--- config.mk ---
export PLATFORM = sky130hd
export DESIGN_NAME = vga_timing_gen
export DESIGN_NICKNAME = d
export VERILOG_FILES = /design/src/rtl/vga_timing_gen.sv
export SDC_FILE = /design/constraint.sdc
export NUM_CORES = 1
export LEC_CHECK = 0
export BUFFER_PORTS_ARGS = -buffer_cell sky130_fd_sc_hd__buf_2
export CAP_MARGIN = 10
export CORE_UTILIZATION = 59
export DETAILED_ROUTE_END_ITERATION = 10
export PLACE_DENSITY = 0.86
export SETUP_SLACK_MARGIN = 0.02
export SYNTH_ARGS = -nofsm -noshare
export SYNTH_HDL_FRONTEND = slang
export SYNTH_SLANG_ARGS = --single-unit
--- constraint.sdc ---
create_clock -name clk -period 6.3 [get_ports clk]
set_input_delay 1.26 -clock clk [delete_from_list [all_inputs] [get_ports clk]]
set_output_delay 1.26 -clock clk [all_outputs]
set_load 0.005 [all_outputs]
--- src/rtl/vga_timing_gen.sv ---
// Raster timing source: pixel divider plus horizontal/vertical counters.
// Sync, active-area and strobe outputs are registered from next-state counters.
module vga_timing_gen #(
    parameter int PIX_DIV  = 4,
    parameter int H_ACTIVE = 640,
    parameter int H_FP     = 16,
    parameter int H_SYNC   = 96,
    parameter int H_BP     = 48,
    parameter int V_ACTIVE = 480,
    parameter int V_FP     = 10,
    parameter int V_SYNC   = 2,
    parameter int V_BP     = 33,
    parameter bit HS_POL   = 1'b0,
    parameter bit VS_POL   = 1'b0
) (
    input  logic       clk,
    input  logic       reset_n,
    output logic       hsync,
    output logic       vsync,
    output logic       active_area,
    output logic [9:0] coord_x,
    output logic [9:0] coord_y,
    output logic       pix_tick,
    output logic       line_start,
    output logic       frame_start
);
    localparam int H_TOTAL = H_ACTIVE + H_FP + H_SYNC + H_BP;
    localparam int V_TOTAL = V_ACTIVE + V_FP + V_SYNC + V_BP;
    localparam int DIV_W   = (PIX_DIV > 1) ? $clog2(PIX_DIV) : 1;

    localparam logic [DIV_W-1:0] DIV_LAST = DIV_W'(PIX_DIV - 1);
    localparam logic [9:0]  H_LAST   = 10'(H_TOTAL - 1);
    localparam logic [9:0]  V_LAST   = 10'(V_TOTAL - 1);
    // 11-bit bounds so a sync window ending exactly at 1024 still compares correctly
    localparam logic [10:0] H_ACT_E  = 11'(H_ACTIVE);
    localparam logic [10:0] V_ACT_E  = 11'(V_ACTIVE);
    localparam logic [10:0] HS_BEG   = 11'(H_ACTIVE + H_FP);
    localparam logic [10:0] HS_END   = 11'(H_ACTIVE + H_FP + H_SYNC);
    localparam logic [10:0] VS_BEG   = 11'(V_ACTIVE + V_FP);
    localparam logic [10:0] VS_END   = 11'(V_ACTIVE + V_FP + V_SYNC);

    logic             run_q, run_d;
    logic [DIV_W-1:0] div_q, div_d;
    logic [9:0]       x_q, x_d, y_q, y_d;
    logic             hsync_q, hsync_d, vsync_q, vsync_d, active_q, active_d;
    logic             tick_q, tick_d, line_q, line_d, frame_q, frame_d;

    always_comb begin
        run_d   = 1'b1;
        // The first edge after reset enters pixel (0,0) as a full pixel period.
        tick_d  = !run_q || (div_q == DIV_LAST);
        div_d   = tick_d ? '0 : div_q + DIV_W'(1);
        x_d     = x_q;
        y_d     = y_q;
        if (run_q && tick_d) begin
            if (x_q == H_LAST) begin
                x_d = '0;
                y_d = (y_q == V_LAST) ? '0 : y_q + 10'd1;
            end else begin
                x_d = x_q + 10'd1;
            end
        end
        active_d = ({1'b0, x_d} < H_ACT_E) && ({1'b0, y_d} < V_ACT_E);
        hsync_d  = (({1'b0, x_d} >= HS_BEG) && ({1'b0, x_d} < HS_END)) ? HS_POL : ~HS_POL;
        vsync_d  = (({1'b0, y_d} >= VS_BEG) && ({1'b0, y_d} < VS_END)) ? VS_POL : ~VS_POL;
        line_d   = tick_d && (x_d == 10'd0);
        frame_d  = line_d && (y_d == 10'd0);
    end

    always_ff @(posedge clk or negedge reset_n) begin
        if (!reset_n) begin
            run_q    <= 1'b0;
            div_q    <= '0;
            x_q      <= '0;
            y_q      <= '0;
            hsync_q  <= ~HS_POL;
            vsync_q  <= ~VS_POL;
            active_q <= 1'b0;
            tick_q   <= 1'b0;
            line_q   <= 1'b0;
            frame_q  <= 1'b0;
        end else begin
            run_q    <= run_d;
            div_q    <= div_d;
            x_q      <= x_d;
            y_q      <= y_d;
            hsync_q  <= hsync_d;
            vsync_q  <= vsync_d;
            active_q <= active_d;
            tick_q   <= tick_d;
            line_q   <= line_d;
            frame_q  <= frame_d;
        end
    end

    assign hsync       = hsync_q;
    assign vsync       = vsync_q;
    assign active_area = active_q;
    assign coord_x     = x_q;
    assign coord_y     = y_q;
    assign pix_tick    = tick_q;
    assign line_start  = line_q;
    assign frame_start = frame_q;
endmodule

==> metrics.log <==
INFO  metric remaining_drc_errors = 0
INFO  metric ys.warnings.count = 0
INFO  metric worst_skew_pair.late_latency = 0.33 ns
INFO  metric max_cap_viol_count = 0
INFO  metric type_of_the_setup_path_with_the_least_slack = flip-flop to flip-flop
INFO  metric area_growth_syn_to_layout = 12.75%
INFO  metric hold_class = flip-flop to flip-flop
INFO  metric antenna_cells_inserted = 0
INFO  metric grt_start_max_net_pins = 30
INFO  metric met1_length = 1441 um
INFO  metric dp_slack = 3.646 ns
INFO  metric placement.cell_area = 1685 sq um
INFO  metric cts_post_setup_buffers_inserted = 0
INFO  metric cts_max_level = 2
INFO  metric floorplan.initialDensity = 62.17%
INFO  metric finClkSkew = 0.01105 ns
INFO  metric min_delay_worst_endpoint = div_q[0]
INFO  metric yosys_register_bits = 29
INFO  metric post_route_cells_drive_above_1_share = a little over a fifth
INFO  metric grt.total_usage = 28.30%
INFO  metric setup_violations = 0
INFO  metric irDropWorstVdd = 0.2424 mV
INFO  metric remaining_antenna_violation_count = 0
INFO  metric peak_fanout_along_the_critical_path = 18
INFO  metric routed_wirelength = 3427 um
INFO  metric fp-row-count = 18
INFO  metric timing.max_slew.rel_slack = a little under 60%
INFO  metric route.top_layer_used = met4
INFO  metric synth.avg_cell_area = 9.810 sq um
INFO  metric number_of_endpoints_with_negative_hold_slack_in_the_final_report = 0
INFO  metric worst_slew_pin_slew = 0.6335 ns
INFO  metric outcome = finished, final reports clean
INFO  metric cts_num_sinks = 29
INFO  metric reg2reg_slack = 3.60 ns
INFO  metric period_minus_slack = 2.701 ns
INFO  metric tritoncts = yes
INFO  metric global_route_wire_length_before_repair = 5485 um
INFO  metric global_route.overflow_total = 0
INFO  metric worst_path_arrival_time = slightly below 3 ns
INFO  metric root_buffer = clkbuf_4
INFO  metric finalMaxSlewViolations = 0
INFO  metric rsz0062_at_grt = no
INFO  metric fmax = between 300 and 400 MHz
INFO  metric timing.final.crit_share = ~43%
INFO  metric drtPass1Iterations = 4
INFO  metric violation_count_after_the_first_detailed_route_iteration = 45
INFO  metric cts.reportedPaths.clkPinSlew = 0.10 ns
INFO  metric ff2ff_path_depth = 7
INFO  metric totalPowerFinal = 382.0 uW
INFO  metric fp.dieW = between 50 and 60 um
INFO  metric post_drt_wl_per_cell = 15.79 um
INFO  metric synth_nets = 163
INFO  metric numPortBuffers = 27
INFO  metric drt-vias-per-instance = 6.092
INFO  metric core = ~2500 sq um
INFO  metric holdPathStages = 1
INFO  metric netlist_area = ~1500 sq um
INFO  metric synthesis.instances = ~160
INFO  metric floorplan.die_area = roughly 2800 sq um
INFO  metric crit_path_start_kind = flip-flop
INFO  metric worst_hold_startpoint = div_q[0]
INFO  metric reg2reg_from = div_q[0]
INFO  metric met2WireLength = 1718 um
INFO  metric postCtsHoldBufs = 0
INFO  metric cts_buffers = 5
INFO  metric floorplan.die.height = 53.10 um
INFO  metric power_density = roughly 220 nW/um^2
INFO  metric crit_path_end_kind = flip-flop
INFO  metric sequential_fraction_of_the_synthesis_area = 47.28%
INFO  metric antenna_found_initial = 0
INFO  metric met3_length = 230 um
INFO  metric final_cell_mix = dfrtp_1 (27), buf_2 (27), nor2_1 (13), nand2_1 (12), nand4_1 (10)
INFO  metric nNetsFinal = 192
INFO  metric crit-reg2reg-capture = frame_start
INFO  metric power.leakage = 0.9375 nW
INFO  metric cts-resized-gates = 0
INFO  metric clk_path_buf_depth = 2
INFO  metric route.vias.total = roughly 1300
INFO  metric crit_required = 6.54 ns
INFO  metric final_design_area_no_fill = approximately 1700 sq um
INFO  metric final.setup.tns = 0 ns
INFO  metric place_congestion = a little over 0.9
INFO  metric synthDistinctLibCells = 40
INFO  metric post-route-worst-setup-slack = 3.599 ns
INFO  metric num_io_pins = 28
INFO  metric first_global_vias = around 1200
INFO  metric dp_hpwl = about 2400 um
[per-stage QoR]
step           cells  hold slack [ns]  util [%]
2_1_floorplan    157           0.4099         -
4_1_cts          217           0.4709     70.10
3_5_place_dp     209           0.4522     68.03
3_3_place_gp     209           0.4189     68.03
6_report         217           0.4650     70.10
5_1_grt          217           0.4826     70.10
[worst max path at each step]
stage / from / to / slack, ns
6_report: div_q[0] / frame_start / 3.60
5_1_grt: div_q[0] / frame_start / 3.38
3_3_place_gp: coord_x[0] / frame_start / 3.78
4_1_cts: div_q[0] / frame_start / 3.61
2_1_floorplan: coord_x[0] / frame_start / 4.04
3_5_place_dp: div_q[0] / frame_start / 3.65
[synthesized netlist by cell type (all sizes together)]
cell,instances,area share (%)
dfrtp,27,44
nor2,13,3.2
nand2,12,2.9
nand4,10,4.1
inv,9,2.2
a21oi,6,1.9
nor3,6,1.9
o21ai,6,1.9
and2,5,2.0
buf,5,1.8
xnor2,5,2.8
and3,4,1.6
ha,4,3.2
nand3,4,1.3
nor4,4,3.0
or3,4,1.6
xor2,4,2.3
a21o,3,1.5
and4,3,1.7
a211oi,2,0.97
a22o,2,1.1
dfstp,2,3.4
mux2,2,1.7
nand2b,2,0.81
o31ai,2,0.97
and4b,1,0.65
and4bb,1,0.81
conb,1,0.24
mux2i,1,0.65
nand3b,1,0.49
nand4bb,1,0.73
nor2b,1,0.41
o211a,1,0.65
o21a,1,0.49
or2,1,0.41
or4,1,0.49
[critical path, stage by stage, from the launching register on]
cell and delay (ns):
dfrtp_1 0.37, ha_1 0.26, and2_1 0.25, and4_1 0.58, nand4_1 0.19, mux2_4 0.34
or3_1 0.36, nor4_2 0.27
[cells by family after synthesis]
| kind of cell | synth area share [%] |
|---|---|
| XOR/XNOR | 5.117 |
| multiplexers | 2.355 |
| flip-flops | 47.28 |
| AO/OA/AOI/OAI | 9.586 |
| AND/OR/NAND/NOR | 28.19 |
| adder cells (fa/ha/maj) | 3.250 |
| other | 0.2435 |
| buffers and inverters | 3.981 |
[sequential cells by signal, summed over array words and instances, names as in the netlist]
name         flops
vsync            1
active_area      1
line_start       1
coord_x         10
coord_y         10
hsync            1
frame_start      1
pix_tick         1
div_q            2
run_q            1
[per-layer routing]
layer | global-route usage [%] | vias to the layer above
li1 | - | 621
met1 | 34.19 | 637
met2 | 46.84 | 60
met3 | 9.483 | 4
met4 | 9.649 | 0
met5 | 0 | -
[cell type report]
type	instances	area [sq um]
Fill cell	200	740.7
Inverter	9	33.78
Timing Repair Buffer	27	135.1
Clock inverter	2	10.01
Tap cell	30	37.54
Multi-Input combinational cell	114	750.7
Sequential cell	29	728.2
Clock buffer	6	41.29
[power by group]
part	internal, mW	switching [mW]
Clock	0.0424	0.0664
Combinational	0.0274	0.0306
Sequential	0.201	0.0139
No activity file was read; power rests on OpenSTA's default activity.
